[src/rtl/vga_timing_pkg.sv]
// vga_timing_pkg
//   Shared definitions for the VGA raster timing generator:
//   - state_t: raster FSM states (S_OFF / S_RUN / S_DRAIN)
//   - CTRL_*: bit positions inside the reg0 control word
//   - CNT_W / CNT_MAX: raster counter width and its range
//   - DEF_*: default 640x480@60 timing, in pixels and lines
package vga_timing_pkg;

    typedef enum logic [1:0] {
        S_OFF   = 2'd0,
        S_RUN   = 2'd1,
        S_DRAIN = 2'd2
    } state_t;

    localparam int CTRL_EN     = 0;
    localparam int CTRL_HPOL   = 1;
    localparam int CTRL_VPOL   = 2;
    localparam int CTRL_IRQACK = 3;

    localparam int CNT_W   = 10;
    localparam int CNT_MAX = 1 << CNT_W;

    localparam int DEF_H_ACTIVE = 640;
    localparam int DEF_H_FP     = 16;
    localparam int DEF_H_SYNC   = 96;
    localparam int DEF_H_BP     = 48;

    localparam int DEF_V_ACTIVE = 480;
    localparam int DEF_V_FP     = 10;
    localparam int DEF_V_SYNC   = 2;
    localparam int DEF_V_BP     = 33;

endpackage

[src/rtl/vga_sync_decode.sv]
// vga_sync_decode
//   Decodes one raster axis (horizontal or vertical) from its counter.
//   Parameters: ACTIVE, FP, SYNC -- visible length, front porch and sync
//   width of the axis, in counter units.
//   Ports:
//     count      in   CNT_W  current axis counter
//     pol        in   1      asserted level of sync (0 = active-low)
//     sync       out  1      sync at its asserted level inside the window
//                            [ACTIVE+FP, ACTIVE+FP+SYNC), inactive elsewhere
//     in_active  out  1      count < ACTIVE
module vga_sync_decode
    import vga_timing_pkg::*;
#(
    parameter int ACTIVE = DEF_H_ACTIVE,
    parameter int FP     = DEF_H_FP,
    parameter int SYNC   = DEF_H_SYNC
) (
    input  logic [CNT_W-1:0] count,
    input  logic             pol,
    output logic             sync,
    output logic             in_active
);

    // One extra bit so a window ending exactly at CNT_MAX does not wrap to 0.
    typedef logic [CNT_W:0] ext_t;

    localparam ext_t ACT_END    = ext_t'(ACTIVE);
    localparam ext_t SYNC_START = ext_t'(ACTIVE + FP);
    localparam ext_t SYNC_END   = ext_t'(ACTIVE + FP + SYNC);

    logic in_sync;

    always_comb begin
        in_active = ({1'b0, count} < ACT_END);
        in_sync   = ({1'b0, count} >= SYNC_START) && ({1'b0, count} < SYNC_END);
        sync      = in_sync ? pol : ~pol;
    end

endmodule

[src/rtl/vga_timing_gen.sv]
// vga_timing_gen
//   Raster timing generator. Walks x/y over H_TOTAL x V_TOTAL on each pixel
//   strobe, produces sync/de/frame_start, and latches the framebuffer base
//   only at frame boundaries so mid-frame register writes never tear.
//   Optional feature macro: VGA_TIMING_FRAME_IRQ_EN adds a sticky irq output.
//   Ports:
//     clk          in   1   system clock
//     reset        in   1   synchronous, active-high
//     pix_en       in   1   pixel strobe; counters advance only when high
//     ctrl         in   32  bit0 enable, bit1 hsync pol, bit2 vsync pol,
//                           bit3 irq ack (level)
//     fb_base_in   in   32  framebuffer base address (reg1)
//     hsync/vsync  out  1   sync outputs, polarity from ctrl
//     de           out  1   data enable, x<H_ACTIVE && y<V_ACTIVE while running
//     x, y         out  10  raster counters
//     frame_start  out  1   one-clk pulse when a frame begins at (0,0)
//     fb_base      out  32  base address latched at frame_start
//     running      out  1   FSM in S_RUN or S_DRAIN
//     irq          out  1   (VGA_TIMING_FRAME_IRQ_EN only) sticky frame flag
module vga_timing_gen
    import vga_timing_pkg::*;
#(
    parameter int H_ACTIVE = DEF_H_ACTIVE,
    parameter int H_FP     = DEF_H_FP,
    parameter int H_SYNC   = DEF_H_SYNC,
    parameter int H_BP     = DEF_H_BP,
    parameter int V_ACTIVE = DEF_V_ACTIVE,
    parameter int V_FP     = DEF_V_FP,
    parameter int V_SYNC   = DEF_V_SYNC,
    parameter int V_BP     = DEF_V_BP
) (
    input  logic        clk,
    input  logic        reset,
    input  logic        pix_en,
    input  logic [31:0] ctrl,
    input  logic [31:0] fb_base_in,
    output logic        hsync,
    output logic        vsync,
    output logic        de,
    output logic [9:0]  x,
    output logic [9:0]  y,
    output logic        frame_start,
    output logic [31:0] fb_base,
    output logic        running
`ifdef VGA_TIMING_FRAME_IRQ_EN
    ,
    output logic        irq
`endif
);

    localparam int H_TOTAL = H_ACTIVE + H_FP + H_SYNC + H_BP;
    localparam int V_TOTAL = V_ACTIVE + V_FP + V_SYNC + V_BP;

    if (H_TOTAL > CNT_MAX || V_TOTAL > CNT_MAX) begin : g_total_check
        $error("vga_timing_gen: H_TOTAL or V_TOTAL exceeds the 10-bit counter range");
    end

    localparam logic [CNT_W-1:0] H_LAST = CNT_W'(H_TOTAL - 1);
    localparam logic [CNT_W-1:0] V_LAST = CNT_W'(V_TOTAL - 1);

    state_t            state_q, state_d;
    logic [CNT_W-1:0]  x_d, y_d, x_step, y_step;
    logic              frame_start_d, running_d;
    logic [31:0]       fb_base_d;
    logic              en, end_of_line, end_of_frame;
    logic              h_active, v_active;

    assign en           = ctrl[CTRL_EN];
    assign end_of_line  = (x == H_LAST);
    assign end_of_frame = end_of_line && (y == V_LAST);

    always_comb begin
        // NOTE: every signal written here gets a default first, so no path
        // leaves one unassigned and no latch is inferred.
        x_step        = end_of_line ? '0 : x + 10'd1;
        y_step        = end_of_line ? ((y == V_LAST) ? '0 : y + 10'd1) : y;
        state_d       = state_q;
        x_d           = x;
        y_d           = y;
        frame_start_d = 1'b0;
        fb_base_d     = fb_base;

        unique case (state_q)
            S_OFF: begin
                x_d = '0;
                y_d = '0;
                // The first strobe with enable starts a frame in place at (0,0).
                if (pix_en && en) begin
                    state_d       = S_RUN;
                    frame_start_d = 1'b1;
                    fb_base_d     = fb_base_in;
                end
            end
            S_RUN, S_DRAIN: begin
                if (pix_en) begin
                    x_d = x_step;
                    y_d = y_step;
                end
                // A new frame only begins if enable is still (or again) set
                // at the wrap; a draining frame just lands on (0,0) in S_OFF.
                if (pix_en && end_of_frame && en) begin
                    frame_start_d = 1'b1;
                    fb_base_d     = fb_base_in;
                end
                if (en)
                    state_d = S_RUN;
                else if (pix_en && end_of_frame)
                    state_d = S_OFF;
                else
                    state_d = S_DRAIN;
            end
            default: state_d = S_OFF;
        endcase

        running_d = (state_d != S_OFF);
    end

    // NOTE: sequential state uses non-blocking assignments so every register
    // samples the pre-edge values regardless of statement order.
    always_ff @(posedge clk) begin
        if (reset) begin
            state_q     <= S_OFF;
            x           <= '0;
            y           <= '0;
            frame_start <= 1'b0;
            fb_base     <= '0;
            running     <= 1'b0;
        end else begin
            state_q     <= state_d;
            x           <= x_d;
            y           <= y_d;
            frame_start <= frame_start_d;
            fb_base     <= fb_base_d;
            running     <= running_d;
        end
    end

    // Sync and active flags decode the registered counters directly, so they
    // always match the x/y on the outputs; polarity bits act at once.
    vga_sync_decode #(
        .ACTIVE (H_ACTIVE),
        .FP     (H_FP),
        .SYNC   (H_SYNC)
    ) u_h_decode (
        .count     (x),
        .pol       (ctrl[CTRL_HPOL]),
        .sync      (hsync),
        .in_active (h_active)
    );

    vga_sync_decode #(
        .ACTIVE (V_ACTIVE),
        .FP     (V_FP),
        .SYNC   (V_SYNC)
    ) u_v_decode (
        .count     (y),
        .pol       (ctrl[CTRL_VPOL]),
        .sync      (vsync),
        .in_active (v_active)
    );

    // Counters rest at (0,0) in S_OFF, which would decode as visible.
    assign de = running && h_active && v_active;

`ifdef VGA_TIMING_FRAME_IRQ_EN
    logic unused_ctrl;
    assign unused_ctrl = ^ctrl[31:4];

    // Set takes priority over the level acknowledge.
    always_ff @(posedge clk) begin
        if (reset)
            irq <= 1'b0;
        else if (frame_start && running)
            irq <= 1'b1;
        else if (ctrl[CTRL_IRQACK])
            irq <= 1'b0;
    end
`else
    logic unused_ctrl;
    assign unused_ctrl = ^ctrl[31:3];
`endif

endmodule

[config.mk]
export PLATFORM = sky130hd
export DESIGN_NAME = vga_timing_gen
export DESIGN_NICKNAME = d
export VERILOG_FILES = /design/src/rtl/vga_timing_pkg.sv /design/src/rtl/vga_sync_decode.sv /design/src/rtl/vga_timing_gen.sv
export SDC_FILE = /design/constraint.sdc
export NUM_CORES = 1
export LEC_CHECK = 0
export CORE_UTILIZATION = 30
export DETAILED_ROUTE_END_ITERATION = 6
export GPL_TIMING_DRIVEN = 0
export SETUP_SLACK_MARGIN = 0.2
export SLEW_MARGIN = 25
export SYNTH_ARGS = -nofsm -noshare
export SYNTH_HDL_FRONTEND = slang
export SYNTH_SLANG_ARGS = --single-unit
[constraint.sdc]
create_clock -name clk -period 2.8 [get_ports clk]
set_clock_uncertainty 0.15 [all_clocks]
set_input_delay 0.42 -clock clk [delete_from_list [all_inputs] [get_ports clk]]
set_output_delay 0.42 -clock clk [all_outputs]
set_load 0.01 [all_outputs]
==> results of run 1 <==
-- stage by stage --
| step | power (mW) | setup WS (ns) | area, sq um | hold WS, ns |
|---|---|---|---|---|
| final | 2.58 | 0.350 | 5430 | 0.361 |
| after global routing | 2.72 | 0.204 | 5430 | 0.380 |
| after CTS | 2.60 | 0.334 | 5430 | 0.360 |
| after detailed placement | 1.97 | 0.0960 | 5290 | 0.345 |
| after global placement | 1.95 | 0.138 | 5290 | 0.339 |
| after floorplan | 1.56 | 0.787 | 4140 | 0.359 |
-- area by class of cell --
type / count / area [sq um]
Buffer: 48 / 234
Clock buffer: 6 / 129
Clock inverter: 1 / 5.00
Fill cell: 1358 / 7920
Inverter: 9 / 33.8
Multi-Input combinational cell: 370 / 2750
Sequential cell: 56 / 1120
Tap cell: 176 / 220
Timing Repair Buffer: 93 / 930
-- state kept, by name, summed over array words and instances (netlist names) --
signal and count:
fb_base 32, frame_start 1, state_q 2, x 10
running 1, y 10
-- worst paths after layout --
path / endpoint / depth (start not counted) / start / slack (ns)
worst min register to register: fb_base[17] / 2 / fb_base[17] / 0.36
worst min-delay path: fb_base[17] / 2 / fb_base[17] / 0.36
worst max register to register: fb_base[14] / 8 / state_q[0] / 0.41
worst max-delay path: vsync / 4 / y[2] / 0.35
-- worst register-to-register path, cell delays in order (launching register included) --
cell and delay, ns:
sky130_fd_sc_hd__dfxtp_1 0.36, sky130_fd_sc_hd__inv_1 0.05, sky130_fd_sc_hd__ha_1 0.26, sky130_fd_sc_hd__buf_2 0.19
sky130_fd_sc_hd__clkbuf_1 0.37, sky130_fd_sc_hd__clkbuf_1 0.44, sky130_fd_sc_hd__nor3b_1 0.11, sky130_fd_sc_hd__mux2i_1 0.18
sky130_fd_sc_hd__o311ai_2 0.13
-- layout by cell type (no fill, tap or decap), drive strengths merged, types with 2 or more instances in the layout --
master / n
clkdlybuf4s50: 92
nor2b: 66
dfxtp: 56
nand2: 49
nand4: 39
clkbuf: 36
nor3b: 33
mux2i: 32
o311ai: 32
buf: 18
nand3: 17
inv: 9
a31oi: 8
a21oi: 8
nor3: 8
nor2: 7
o211ai: 6
ha: 6
o21ai: 6
and3: 5
nor4: 5
and4: 4
xnor2: 3
or3: 3
and2: 3
nand3b: 2
a22o: 2
or2: 2
o41ai: 2
nand2b: 2
or4: 2
o31ai: 2
a21boi: 2
-- kinds of logic after synthesis --
group	after synthesis
flip-flops	56
multiplexers	32
buffers and inverters	57
adder cells (fa/ha/maj)	6
AND/OR/NAND/NOR	252
XOR/XNOR	4
AO/OA/AOI/OAI	76
-- repair_timing --
action	CTS	global route
cloned	0	0
resized for setup	5	2
setup endpoints to repair	1	1
pin swaps	0	0
buffers inserted	0	0
hold endpoints to repair	0	0
hold buffers	0	0
-- power groups by stage --
stage               logic (mW)  registers [mW]  clock network, mW
floorplan                0.542            1.02                  0
global placement         0.969           0.986                  0
detailed placement       0.979           0.990                  0
CTS                      0.983           0.972              0.647
global route              1.06           0.986              0.671
finish                   0.978           0.971              0.626
-- cell usage after synthesis (2+ instances only) --
cell type                  count
sky130_fd_sc_hd__nor2b_1      65
sky130_fd_sc_hd__clkbuf_1     30
sky130_fd_sc_hd__xnor2_1       3
sky130_fd_sc_hd__nand3_1      17
sky130_fd_sc_hd__nor3_1        7
sky130_fd_sc_hd__mux2i_1      32
sky130_fd_sc_hd__a21oi_1       8
sky130_fd_sc_hd__ha_1          6
sky130_fd_sc_hd__nand2_1      49
sky130_fd_sc_hd__or3_1         3
sky130_fd_sc_hd__a31oi_1       8
sky130_fd_sc_hd__inv_1         9
sky130_fd_sc_hd__and4_1        2
sky130_fd_sc_hd__nor4_1        5
sky130_fd_sc_hd__and2_1        2
sky130_fd_sc_hd__buf_6         5
sky130_fd_sc_hd__or2_2         2
sky130_fd_sc_hd__nand3b_1      2
sky130_fd_sc_hd__dfxtp_1      56
sky130_fd_sc_hd__nor3b_1      32
sky130_fd_sc_hd__a22o_1        2
sky130_fd_sc_hd__and3_1        5
sky130_fd_sc_hd__o21ai_0       5
sky130_fd_sc_hd__o311ai_1      2
sky130_fd_sc_hd__o311ai_2     30
sky130_fd_sc_hd__o31ai_1       2
sky130_fd_sc_hd__nand2b_1      2
sky130_fd_sc_hd__o211ai_1      6
sky130_fd_sc_hd__nand4_1      39
sky130_fd_sc_hd__buf_2        12
sky130_fd_sc_hd__nor2_1        6
sky130_fd_sc_hd__or4_1         2
sky130_fd_sc_hd__and4_4        2
sky130_fd_sc_hd__o41ai_1       2
-- layer usage --
metal,share of wire [%],wire length (um),global-route usage [%]
met5,0,0,0
met4,1.6,207,4.77
met3,4.5,571,2.87
met2,48,6050,29.5
met1,46,5820,23.2
==> run_results.csv, run 1 <==
group,metric,value,unit
outcome,outcome,"finished clean",
grt,vias_in_the_first_global_route,3888,
route,vias,4089,
power,switchingPower,0.876,mW
yosys,postSynth.asyncResetShare,0,%
yosys,synth_seq_cells,56,
cells_and_area,syn2layout_area_growth,31.3,%
route,post-route-drc-count,0,
floorplan,initial_core_util,31.0,%
grt,grt_pass1_wl,20.2,mm
yosys,synthXorXnorAreaFrac,0.847,%
worst_setup_path,timing.critical_path.buf_inv,1,
power,comb_power_share,38.0,%
worst_setup_path,critPathKind,"flip-flop to output port",
yosys,simple_logic_cell_fraction_of_the_synthesized_area,36.5,%
timing,timing_worst_slew_pin_value,0.763,ns
worst_setup_path,cpLargestDelayFamily,"simple AND/OR/NAND/NOR gates",
place,place_hpwl,9.13,mm
worst_setup_path,crit_chain,"or4b_2, nor3_2, xnor2_1, dlygate4sd2_1",
timing,timing.setup.tns,0,ns
grt,antenna_violations_before_repair,0,
worst_setup_path,critPathMaxFanout,9,
cells_and_area,instances_no_fill,759,
timing,finalCriticalPeriod,2.45,ns
yosys,synth_enable_flop_cells,0,
timing,fmaxAchievable,0.408,GHz
power,seq_power_share,37.7,%
power,sw_frac_of_total,34.0,%
yosys,synth_adder_area_share,1.82,%
worst_setup_path,startpoint_type,"flip-flop",
floorplan,design.portCount,124,
route,dr.pass1.iters,4,
yosys,synth_top_family_by_area,"simple AND/OR/NAND/NOR gates",
yosys,yosys_warnings,0,
floorplan,die_y,119,um
yosys,complex_gate_fraction_of_the_synthesized_area,19.5,%
cells_and_area,finalNetCount,656,
timing,final_hold_viol_count,0,
clocking,cts_inserted_buffers,5,
timing,fin_crit_sh,87.5,%
yosys,seq_area_frac_synth,27.1,%
route,vias_per_cell,5.39,
route,drt-total-wl,12.6,mm
yosys,synth_cell_type_count,57,
power,power.share.clock,24.3,%
power,power_density,474,mW/mm^2
yosys,syn-instance-count,483,
yosys,synth_mux_area_share,7.75,%
power,power.static_leakage,1.79,nW
yosys,synthDominantCellAreaShare,27.1,%
worst_hold_path,holdCritPathClass,"flip-flop to flip-flop",
run,maxCapViolations,0,
worst_setup_path,worst-endpoint-required,2.23,ns
route,ant_nets,0,
timing,grt_setup_unrepaired,"no",
worst_setup_path,worstPathArrival,1.88,ns
grt,largest_net_degree_at_the_start_of_global_routing,16,
cells_and_area,layout-drive-gt1-share,11.8,%
route,drt-initial-drc-count,304,
worst_setup_path,cpMaxStageDelayCell,"sky130_fd_sc_hd__or4b_2",
cells_and_area,final_util,40.7,%
clocking,cts.htree.levels,2,
floorplan,die_w,119,um
yosys,synth.top_cells.by_area,"sky130_fd_sc_hd__dfxtp_1 27%, sky130_fd_sc_hd__o311ai_2 12%, sky130_fd_sc_hd__nor2b_1 9.8%, sky130_fd_sc_hd__mux2i_1 7.7%, sky130_fd_sc_hd__nand4_1 5.9%",
power,worst_ir_drop_vdd,245,uV
route,average_wire_per_cell_in_the_routed_design,16.7,um
clocking,cts_root_buffer,"sky130_fd_sc_hd__clkbuf_16",
yosys,mappedNetlistArea,0.00414,sq mm
clocking,cts_tree,"built",
place,number_of_placed_instances_with_taps_included,752,
clocking,clock_insertion_delay_worst_skew,0.30,ns
floorplan,core_area,0.0133,sq mm
yosys,postSynth.topFlopCell,"sky130_fd_sc_hd__dfxtp_1",
clocking,cts_num_sinks,56,
cells_and_area,n_antenna_cell,0,
grt,grt.total_usage,17.6,%
grt,globalRoute.totalOverflow,0,
worst_setup_path,crit_path_end_kind,"output port",
yosys,synth.net_count,556,
place,port-buffer-count,93,
floorplan,rows,42,
timing,setup_violations,0,
yosys,synth.avg_cell_area,8.56,sq um
timing,slew_violations,0,
timing,timing.slew.headroom,49.1,%
worst_setup_path,cp_slowest_stage_delay,0.68,ns
yosys,synth_largest_area_cell,"sky130_fd_sc_hd__dfxtp_1",
place,globalplace.congestion,0.788,
clocking,max-clock-path-buffers,2,
floorplan,die_area,0.0143,sq mm
power,intPower,1.70,mW
clocking,clk_pin_slew,0.08,ns
No activity file was read; power rests on OpenSTA's default activity.
==> run 2, diff against run 1 <==
HOLD_SLACK_MARGIN = 0.02   (was default)
==> results of run 2 <==
No change in the layout: final DEF, timing and power equal those of run 1.
